### src/rtl/id_ex_operand_stage.sv
// ID/EX pipeline register with EX-stage RAW forwarding and ALU operand selection.
// Feeds ALUCode/A/B to the ALU and store data plus write-back control to EX/MEM.
module id_ex_operand_stage #(
    parameter int unsigned DATA_W   = 32,
    parameter int unsigned RADDR_W  = 5,
    parameter logic [4:0]  NOP_CODE = 5'b00000
) (
    input  logic               clk,
    input  logic               reset_n,
    input  logic               stall,
    input  logic               flush,
    input  logic [4:0]         ALUCode_id,
    input  logic               ALUSrcA_id,
    input  logic               ALUSrcB_id,
    input  logic               RegDst_id,
    input  logic               RegWrite_id,
    input  logic               MemRead_id,
    input  logic               MemWrite_id,
    input  logic               MemtoReg_id,
    input  logic [DATA_W-1:0]  RsData_id,
    input  logic [DATA_W-1:0]  RtData_id,
    input  logic [DATA_W-1:0]  Imm_id,
    input  logic [4:0]         Shamt_id,
    input  logic [RADDR_W-1:0] RsAddr_id,
    input  logic [RADDR_W-1:0] RtAddr_id,
    input  logic [RADDR_W-1:0] RdAddr_id,
    input  logic               RegWrite_mem,
    input  logic [RADDR_W-1:0] RegWriteAddr_mem,
    input  logic [DATA_W-1:0]  ALUResult_mem,
    input  logic               RegWrite_wb,
    input  logic [RADDR_W-1:0] RegWriteAddr_wb,
    input  logic [DATA_W-1:0]  RegWriteData_wb,
    output logic [4:0]         ALUCode_ex,
    output logic [DATA_W-1:0]  ALU_A,
    output logic [DATA_W-1:0]  ALU_B,
    output logic [DATA_W-1:0]  MemWriteData_ex,
    output logic [RADDR_W-1:0] RegWriteAddr_ex,
    output logic               RegWrite_ex,
    output logic               MemRead_ex,
    output logic               MemWrite_ex,
    output logic               MemtoReg_ex,
    output logic               valid_ex
);

    localparam int unsigned SHAMT_W = 5;

    typedef struct packed {
        logic [4:0]         alu_code;
        logic               alu_src_a;
        logic               alu_src_b;
        logic               reg_dst;
        logic               reg_write;
        logic               mem_read;
        logic               mem_write;
        logic               mem_to_reg;
        logic [DATA_W-1:0]  rs_data;
        logic [DATA_W-1:0]  rt_data;
        logic [DATA_W-1:0]  imm;
        logic [SHAMT_W-1:0] shamt;
        logic [RADDR_W-1:0] rs_addr;
        logic [RADDR_W-1:0] rt_addr;
        logic [RADDR_W-1:0] rd_addr;
        logic               valid;
    } id_ex_t;

    id_ex_t id_fields;
    id_ex_t bubble;
    id_ex_t ex_q;

    logic [DATA_W-1:0] fwd_rs;
    logic [DATA_W-1:0] fwd_rt;

    always_comb begin
        bubble          = '0;
        bubble.alu_code = NOP_CODE;
    end

    always_comb begin
        id_fields            = '0;
        id_fields.alu_code   = ALUCode_id;
        id_fields.alu_src_a  = ALUSrcA_id;
        id_fields.alu_src_b  = ALUSrcB_id;
        id_fields.reg_dst    = RegDst_id;
        id_fields.reg_write  = RegWrite_id;
        id_fields.mem_read   = MemRead_id;
        id_fields.mem_write  = MemWrite_id;
        id_fields.mem_to_reg = MemtoReg_id;
        id_fields.rs_data    = RsData_id;
        id_fields.rt_data    = RtData_id;
        id_fields.imm        = Imm_id;
        id_fields.shamt      = Shamt_id;
        id_fields.rs_addr    = RsAddr_id;
        id_fields.rt_addr    = RtAddr_id;
        id_fields.rd_addr    = RdAddr_id;
        id_fields.valid      = 1'b1;
    end

    // Flush outranks stall so a squashed instruction never lingers in EX.
    always_ff @(posedge clk or negedge reset_n) begin
        if (!reset_n) begin
            ex_q <= bubble;
        end else if (flush) begin
            ex_q <= bubble;
        end else if (!stall) begin
            ex_q <= id_fields;
        end
    end

    function automatic logic [DATA_W-1:0] forward(
        input logic [RADDR_W-1:0] src,
        input logic [DATA_W-1:0]  reg_val,
        input logic               mem_we,
        input logic [RADDR_W-1:0] mem_addr,
        input logic [DATA_W-1:0]  mem_val,
        input logic               wb_we,
        input logic [RADDR_W-1:0] wb_addr,
        input logic [DATA_W-1:0]  wb_val
    );
        logic mem_hit;
        logic wb_hit;
        mem_hit = mem_we && (mem_addr != '0) && (mem_addr == src);
        wb_hit  = wb_we  && (wb_addr  != '0) && (wb_addr  == src);
        if (mem_hit)
            return mem_val;
        else if (wb_hit)
            return wb_val;
        else
            return reg_val;
    endfunction

    always_comb begin
        fwd_rs = forward(ex_q.rs_addr, ex_q.rs_data,
                         RegWrite_mem, RegWriteAddr_mem, ALUResult_mem,
                         RegWrite_wb, RegWriteAddr_wb, RegWriteData_wb);
        fwd_rt = forward(ex_q.rt_addr, ex_q.rt_data,
                         RegWrite_mem, RegWriteAddr_mem, ALUResult_mem,
                         RegWrite_wb, RegWriteAddr_wb, RegWriteData_wb);
    end

    always_comb begin
        ALUCode_ex      = ex_q.alu_code;
        ALU_A           = ex_q.alu_src_a ? {{(DATA_W-SHAMT_W){1'b0}}, ex_q.shamt} : fwd_rs;
        ALU_B           = ex_q.alu_src_b ? ex_q.imm : fwd_rt;
        MemWriteData_ex = fwd_rt;
        RegWriteAddr_ex = ex_q.reg_dst ? ex_q.rd_addr : ex_q.rt_addr;
        RegWrite_ex     = ex_q.reg_write;
        MemRead_ex      = ex_q.mem_read;
        MemWrite_ex     = ex_q.mem_write;
        MemtoReg_ex     = ex_q.mem_to_reg;
        valid_ex        = ex_q.valid;
    end

endmodule

### config.mk
export PLATFORM = sky130hd
export DESIGN_NAME = id_ex_operand_stage
export DESIGN_NICKNAME = d
export VERILOG_FILES = /design/src/rtl/id_ex_operand_stage.sv
export SDC_FILE = /design/constraint.sdc
export NUM_CORES = 1
export LEC_CHECK = 0
export CORE_UTILIZATION = 40
export CTS_BUF_LIST = sky130_fd_sc_hd__clkbuf_2 sky130_fd_sc_hd__clkbuf_4 sky130_fd_sc_hd__clkbuf_8
export DETAILED_ROUTE_END_ITERATION = 10
export GPL_TIMING_DRIVEN = 0
export MAX_ROUTING_LAYER = met4
export PLACE_DENSITY = 0.81
export SLEW_MARGIN = 20
export SYNTH_ARGS = -nofsm -noshare
export SYNTH_HDL_FRONTEND = slang
export SYNTH_SLANG_ARGS = --single-unit
export TNS_END_PERCENT = 1
### constraint.sdc
create_clock -name clk -period 4.34 [get_ports clk]
set_clock_uncertainty 0.1 [all_clocks]
set_input_delay 1.302 -clock clk [delete_from_list [all_inputs] [get_ports clk]]
set_output_delay 1.302 -clock clk [all_outputs]
set_load 0.005 [all_outputs]
; Yosys cells after proc, flatten, opt, wreduce, memory -nomap -nowiden
; Index checks and enable logic that the tools add are counted.
[word_totals]
register_bits = 129
inputBits = 208
word_cells = 38
[op_classes]
eq_ne = 5
n_mux = 9
n_reduce_logical = 8
[ops]
columns = cell, n
row1 = $mux W129, 2
row2 = $mux W32, 6
row3 = $eq A5 B5 Y1, 4
row4 = $reduce_bool A5 Y1, 2
row5 = $logic_and A1 B1 Y1, 6
row6 = $mux W5, 1
row7 = $ne A2 B1 Y1 const B, 1

; Longest topological paths before layout
; Gate-level depths: netlist of run 1.
[depth]
depth_word = 6
mapped_depth = 7
mapped_depth_nobuf = 5

; Worst setup path before layout of run 1
; OpenSTA, ideal clock, no wires.
[synth_timing]
path_kind = in2out
from = input port RegWriteAddr_mem[1]
to = output port ALU_B[4]
arrival_ps = 2887
t_required_ps = 2938
slack_ps = 51
stages = 7
path_buffers = 2
cell_sequence = or4_1 -> o211ai_2 -> or2_1 -> buf_2 -> buf_2 -> a31oi_1 -> mux2_1
[synth_between]
elab_chain_len = 5
word_cells_on_any_way = 6
cone_classes = 1 x eq/ne / 2 x mux / 3 x reduce/logical
[synth_lines]
columns = item, line_no
row1 = from (decl), 28  ; input logic [RADDR_W-1:0] RegWriteAddr_mem,
row2 = $reduce_bool A5 Y1, 121  ; mem_hit = mem_we && (mem_addr != '0) && (mem_addr == src);
row3 = $logic_and A1 B1 Y1, 121
row4 = $logic_and A1 B1 Y1 (*), 121
row5 = $mux W32 (*), 123  ; if (mem_hit)
row6 = named net MemWriteData_ex[4], 36  ; output logic [DATA_W-1:0] MemWriteData_ex,
row7 = $mux W32 (*), 143  ; ALU_B = ex_q.alu_src_b ? ex_q.imm : fwd_rt;
row8 = to (decl), 35  ; output logic [DATA_W-1:0] ALU_B,
; The timed path passes the listed nets; every way through them passes the cells marked *.

; Final worst setup path of run 1
[layout_timing]
from = input port RegWriteAddr_wb[4]
to = output port MemWriteData_ex[3]
[layout_between]
elab_chain_len = 5
word_cells_on_any_way = 6
cone_classes = 1 x eq/ne / 2 x mux / 3 x reduce/logical
[layout_lines]
columns = item, line_no
row1 = from (decl), 31  ; input logic [RADDR_W-1:0] RegWriteAddr_wb,
row2 = $reduce_bool A5 Y1, 122  ; wb_hit = wb_we && (wb_addr != '0) && (wb_addr == src);
row3 = $logic_and A1 B1 Y1, 122
row4 = $logic_and A1 B1 Y1 (*), 122
row5 = $mux W32 (*), 125  ; else if (wb_hit)
row6 = $mux W32 (*), 123
row7 = to (decl), 36
; Every way passes the cells marked *; elsewhere a longest branch is shown, timed or not.

==> metrics.yaml, run 1 <==
critical_path_arrival_ns: 3.40
clk_pin_slew_ns: 0.08
die_x_um: 143
post-dp-hpwl_um: 24400
required_ns: 2.94
clock_latency_ns: 0.47
finalCriticalPeriod_ns: 4.80
async_reset_ff_share_pct: 100
ys_types: 35
initial_utilization_pct: 40.8
drtIter0Drc: 647
cts_made_buffers: 17
layout.nets: 1490
finalSetupViolCount: 96
drtAntennaViolNets: 0
power.leakage_nw: 5.96
ys_seq_elements: 129
cp-start-kind: "input port"
fin_tns_setup_ns: -25.39
drt-wirelength-per-cell_um: 23.1
reg2reg_depth: 4
synthAdderAreaFrac_pct: 0
yosysMostFrequentCell: "nor2_1"
synth_top_family_by_area: "multiplexers"
violations: "setup timing"
synth_common_cells: "162 x nor2_1, 133 x mux2i_1, 129 x dfrtp_1"
ios: 319
place_inst: 1458
synth_top_area_share_pct: 40.7
maxCapViolCount: 0
worst_pin_slew_ns: 0.959
cp_max_fo: 10
synthesis.nets: 1084
post-route-util_pct: 69.4
antenna_found_initial: 2
grt_pass1_vias: 8923
ys_seq_area_share_pct: 40.7
overflow: 0
drive_gt1_share_pct: 31.6
design_area_mm2: 0.0135
rsz0062_at_grt: "yes"
relSlewSlack_pct: 36.0
synth_compound_area_share_pct: 10.6
die-area_mm2: 0.0204
avgViaCountPerCell: 5.75
routed_wl_um: 36100
path_class: "input port to output pin"
cts_buffer_depth: 2
core_area_mm2: 0.0195
setup_slack_ns: -0.458
netlist_area_mm2: 0.00793
critPathCaptureType: "output pin"
netlist_instances: 876
num_vias: 8989
min_path_type: "flip-flop to flip-flop"
clock-root-buffer: "clkbuf_8"
grt_usage_pct: 34.2
synthTopCellsByArea: "dfrtp_1 41%, mux2i_1 17%, nor2_1 7.7%"
drc: 0
rows: 51
netlist.top_cell.by_area: "dfrtp_1"
htreeDepth: 4
muxShareOfSynthArea_pct: 21.8
synth_area_per_cell_um2: 9.05
fmax_mhz: 208
hold_viol: 0
synth_top_flop_cell: "dfrtp_1"
ctsHoldBuffers: 0
synth-xor-area-share_pct: 2.21
cts_sinks: 129
syn2layout_area_growth_pct: 70.3
yosysWarnings: 0
ir_worst_vdd_mv: 0.201
place_area_mm2: 0.0115
powerDensity_mw_per_mm2: 247
synth_edf_count: 0
slew_viol_final: 0
stdcell_count: 1562
drtPass1Iterations: 5
grt_pass1_wl_um: 50100
hold_path_depth: 2
globalplace.congestion: 0.923
period_share_pct: 111
dieHeight_um: 143
status: "finished, violations left"
synthSimpleGateAreaFrac_pct: 19.4
grt_max_degree: 77
tritoncts: "built"
port_buffers: 316
## final timing paths
kind	startpoint	end	slack, ns
worst max-delay path	RegWriteAddr_wb[4]	MemWriteData_ex[3]	-0.46
worst min-delay path	ex_q[32]	ex_q[32]	0.43
worst max register to register	ex_q[122]	ex_q[122]	2.26
worst min register to register	ex_q[32]	ex_q[32]	0.43
max in group asynchronous	reset_n	ex_q[48]	2.76
min in group asynchronous	reset_n	ex_q[24]	0.63
## registers in the layout (all words and copies together), names as in the netlist
| signal | cells |
|---|---|
| MemRead_ex | 1 |
| ALUCode_ex | 5 |
| valid_ex | 1 |
| MemtoReg_ex | 1 |
| ex_q | 119 |
| RegWrite_ex | 1 |
| MemWrite_ex | 1 |
## what timing repair did
item / CTS / global route
endpoints found under the setup margin: 96 / 96
pin swaps: 29 / 45
gates cloned: 3 / 4
gates resized for setup: 331 / 315
setup buffers: 40 / 27
## metrics by stage
stage                     setup slack (ns)  power (mW)  hold slack [ns]
after floorplan                     0.0511        1.69            0.380
after global placement               -3.45        2.21            0.398
after detailed placement             -1.56        2.23            0.412
after CTS                           -0.613        3.24            0.428
after global routing                -0.518        3.46            0.451
final                               -0.458        3.34            0.427
## critical path, stage by stage
cell and delay, ns:
buf_6 0.10, xor2_2 0.15, buf_4 0.16, clkbuf_1 0.23
nor4_1 0.53, nand3_1 0.28, a31oi_4 0.28, buf_4 0.13
dlygate4sd2_1 0.22
## where the power goes
group	internal (mW)	switching [mW]
Clock	0.408	0.556
Sequential	1.27	0.0546
Combinational	0.546	0.504
## cells by family after synthesis
kind of cell	Yosys count
AO/OA/AOI/OAI	107
XOR/XNOR	20
buffers and inverters	96
flip-flops	129
multiplexers	168
AND/OR/NAND/NOR	356
## per-layer routing
metal / wire length [um] / GRT usage, % / vias up
met1: 13700 / 39.6 / 4405
met5: 0 / - / -
met3: 3240 / 7.44 / 112
li1: - / - / 3946
met4: 1530 / 16.4 / 0
met2: 17600 / 56.5 / 526
## cell usage in the layout, fill, tap and decap left out, drive strengths merged, types with 6 or more instances in the layout
cell type / instances
a311oi: 27
o31ai: 37
clkbuf: 116
xor2: 8
mux2: 35
xnor2: 12
buf: 170
clkdlybuf4s50: 207
dfrtp: 129
nand2: 86
a31oi: 30
nor2: 163
clkinv: 6
nor4: 30
mux2i: 133
a21oi: 6
nand3: 30
nor3: 31
## area by class of cell
type | count | area [um^2]
timing repair buffer | 389 | 3610
fill | 1502 | 5960
multi-input combinational | 651 | 5310
clock buffer | 18 | 241
antenna | 2 | 5.00
buffer | 93 | 674
sequential | 129 | 3230
tap | 265 | 332
clock inverter | 14 | 110
inverter | 1 | 3.75
Note: power is estimated with default switching activity, not from simulation.
==> inputs of run 2 (changes only) <==
--- a/config.mk
+++ b/config.mk
@@ -5,12 +5,13 @@
 export SDC_FILE = /design/constraint.sdc
 export NUM_CORES = 1
 export LEC_CHECK = 0
+export ABC_AREA = 1
 export CORE_UTILIZATION = 40
 export CTS_BUF_LIST = sky130_fd_sc_hd__clkbuf_2 sky130_fd_sc_hd__clkbuf_4 sky130_fd_sc_hd__clkbuf_8
 export DETAILED_ROUTE_END_ITERATION = 10
 export GPL_TIMING_DRIVEN = 0
 export MAX_ROUTING_LAYER = met4
-export PLACE_DENSITY = 0.81
+export PLACE_DENSITY = 0.8
 export SLEW_MARGIN = 20
 export SYNTH_ARGS = -nofsm -noshare
 export SYNTH_HDL_FRONTEND = slang
==> constraint.sdc (replaced) <==
create_clock -name clk -period 4.34 [get_ports clk]
set_clock_uncertainty 0.1 [all_clocks]
set_input_delay 0.868 -clock clk [delete_from_list [all_inputs] [get_ports clk]]
set_output_delay 0.868 -clock clk [all_outputs]
set_load 0.005 [all_outputs]
==> run 2 against run 1 <==
  * The run now ends clean
  * Utilization down 8.9 points
  * Global-route usage down 0.21 points
  * Fmax up 14%
  * Sequential share of layout area up 2.3 points
  * Critical path depth up 3
  * Synthesized cell count up 34%
  * Clock power up 9%
  * Final cell count up 15%
  * Routed wire length down 2.1%
  * Total power up 3.6%
  * Register-to-register slack better by 0.63 ns
  * Final area down 8.8%
  * Critical path type unchanged
==> metrics.yaml, run 2 <==
status: "finished clean"
yosysWarnings: 0  # unchanged
synth_area_per_cell_um2: 7.13  # -21%
rows: 52  # +2.0%
p_total_mw: 3.46  # +3.6%
power.leakage_nw: 6.07  # +1.9%
fmax_mhz: 237  # +14%
initial_utilization_pct: 41.0  # +0.22 points
finalCriticalPeriod_ns: 4.21  # -0.587 ns
design_area_mm2: 0.0123  # -8.8%
post-route-util_pct: 60.5  # -8.9 points
mostFrequentLayoutCell: "nand3_1"
ctsHoldBuffers: 0  # unchanged
port_buffers: 317  # +0.32%
layout.nets: 1718  # +15%
slew_viol_final: 0  # unchanged
fillers: 1872  # +25%
netlist_area_mm2: 0.00834  # +5.2%
avgViaCountPerCell: 5.57  # -3.2%
syn2layout_area_growth_pct: 47.6
num_vias: 10000  # +11%
ys_seq_elements: 129  # unchanged
core_area_mm2: 0.0204  # +4.6%
htreeDepth: 4  # unchanged
drtIter0Drc: 866  # +34%
period_share_pct: 97.0  # -14 points
cts_made_buffers: 17  # unchanged
largest-register: "ex_q"
cp-start-kind: "input port"
synth_top_flop_cell: "dfrtp_1"
die-area_mm2: 0.0214  # +5.1%
overflow: 0  # unchanged
seq_area_mm2: 0.00323  # unchanged
netlist.top_cell.by_area: "dfrtp_1"
ios: 319  # unchanged
synth_common_cells: "434 x nand3_1, 279 x nand2_1, 129 x dfrtp_1"
antenna_found_initial: 3  # +1
drive_gt1_share_pct: 8.08  # -24 points
powerDensity_mw_per_mm2: 281  # +14%
fin_tns_setup_ns: 0  # +25.39 ns
drt-wirelength-per-cell_um: 19.7  # -15%
netlist_instances: 1171  # +34%
cts_sinks: 129  # unchanged
grt_usage_pct: 34.0  # -0.21 points
clock-root-buffer: "clkbuf_8"
grt_pass1_vias: 9517  # +6.7%
finalSetupViolCount: 0  # -100%
drtAntennaViolNets: 0  # unchanged
worst_pin_slew_ns: 0.899  # -0.0609 ns
critical_path_arrival_ns: 3.24  # -0.16 ns
hold_slack_ns: 0.222  # -0.205 ns
layout_common_cells: "434 x nand3_1, 316 x clkdlybuf4s50_1, 279 x nand2_1"
relSlewSlack_pct: 40.1  # +4.1 points
routed_wl_um: 35300  # -2.1%
globalplace.congestion: 1.02  # +10%
rsz0062_at_grt: "no"
path_class: "input port to output pin"
clk_pin_slew_ns: 0.09  # about the same
drtPass1Iterations: 5  # unchanged
yosysMostFrequentCell: "nand3_1"
die_x_um: 146  # +2.5%
multi_input_area_mm2: 0.00434  # -18%
synth_edf_count: 0  # unchanged
critPathCaptureType: "output pin"
largest_reg_flops: 119  # unchanged
cts_buffer_depth: 2  # unchanged
reg2reg_depth: 3  # -1
required_ns: 3.37  # +0.43 ns
tritoncts: "built"
synth_top_area_share_pct: 38.7  # -2.0 points
maxCapViolCount: 0  # unchanged
cp_max_fo: 10  # unchanged
hold_viol: 0  # unchanged
place_area_mm2: 0.0119  # +3.7%
min_path_type: "input port to async pin"
grt_pass1_wl_um: 53600  # +7.0%
ir_worst_vdd_mv: 0.177  # -12%
grt_max_degree: 74  # -3.9%
ys_seq_area_share_pct: 38.7  # -2.0 points
dieHeight_um: 146  # +2.5%
synthTopCellsByArea: "dfrtp_1 39%, nand3_1 26%, nand2_1 13%"
async_reset_ff_share_pct: 100  # unchanged
drc: 0  # unchanged
ys_types: 27  # -23%
clock_latency_ns: 0.46  # about the same
post-dp-hpwl_um: 27400  # +12%
synthesis.nets: 1379  # +27%
==> run 2: changes by cell type after synthesis, moves of 32 or more <==
cell,change
nand2_1,+193
inv_1,+69
nand3_1,+404
nor2_1,-157
and2_1,+32
mux2i_1,-133
==> run 2: worst paths after layout <==
kind	endpoint	from	slack (ns)
worst max-delay path	ALU_B[27]	RegWriteAddr_wb[4]	0.13
worst min-delay path	ex_q[37]	reset_n	0.22
worst max register to register	ex_q[122]	ex_q[122]	2.89
worst min register to register	ex_q[91]	ex_q[91]	0.41
max in group asynchronous	ex_q[91]	reset_n	3.17
min in group clk	ex_q[91]	ex_q[91]	0.41
==> run 2: kinds of logic (layout without fill, tap and decap cells) <==
family          count (synthesis)  after routing  share of synthesized area (%)
simple gates                  823            823                           48.6
flops                         129            129                           38.7
compound gates                 21             21                           1.44
xor+xnor                       18             18                           1.89
buf+inv                       180            532                           9.43
other cells                     0              3                              0
==> run 2: per-layer routing <==
metal | global-route usage, % | routed length, um
met5 | - | 0
met4 | 14.1 | 1110
met3 | 6.28 | 3050
met2 | 53.8 | 16600
met1 | 42.8 | 14600
==> run 2: through the flow <==
step	instances	setup slack [ns]
after floorplan	1171	1.56
after global placement	1758	-2.84
after detailed placement	1759	0.0474
after CTS	1791	0.0409
after global routing	1796	0.000137
final	1796	0.129
==> run 2: power breakdown <==
group          total, mW  internal (mW)  leakage, nW  switching [mW]
Combinational       1.05          0.515         4.21           0.539
Clock               1.05          0.486        0.191           0.565
Sequential          1.35           1.29         1.67          0.0619
Total               3.46           2.29         6.07            1.17
==> run 2: area by class of cell <==
cell class | count | area share, %
multi-input cells | 862 | 35.2
flip-flops and latches | 129 | 26.2
repair buffers | 320 | 26.2
plain buffers | 108 | 4.21
well taps | 270 | 2.74
inverters | 72 | 2.19
clock buffers | 18 | 2.01
clock inverters | 14 | 1.18
diodes | 3 | 0.0610
==> run 2: critical path, stage by stage <==
cell and delay (ns):
clkdlybuf4s50_1 0.50, nor2_1 0.14, nand3_1 0.08, nand2_1 0.14, inv_2 0.12, nand3_2 0.18
buf_2 0.24, nand2_1 0.07, nand3_1 0.12, nand3_1 0.16, nand2_1 0.12, clkdlybuf4s50_1 0.50
==> run 2: what timing repair did <==
action | 4_1_cts | 5_1_grt
resized for setup | 0 | 4
endpoints found under the setup margin | 0 | 41
buffers inserted | 0 | 2
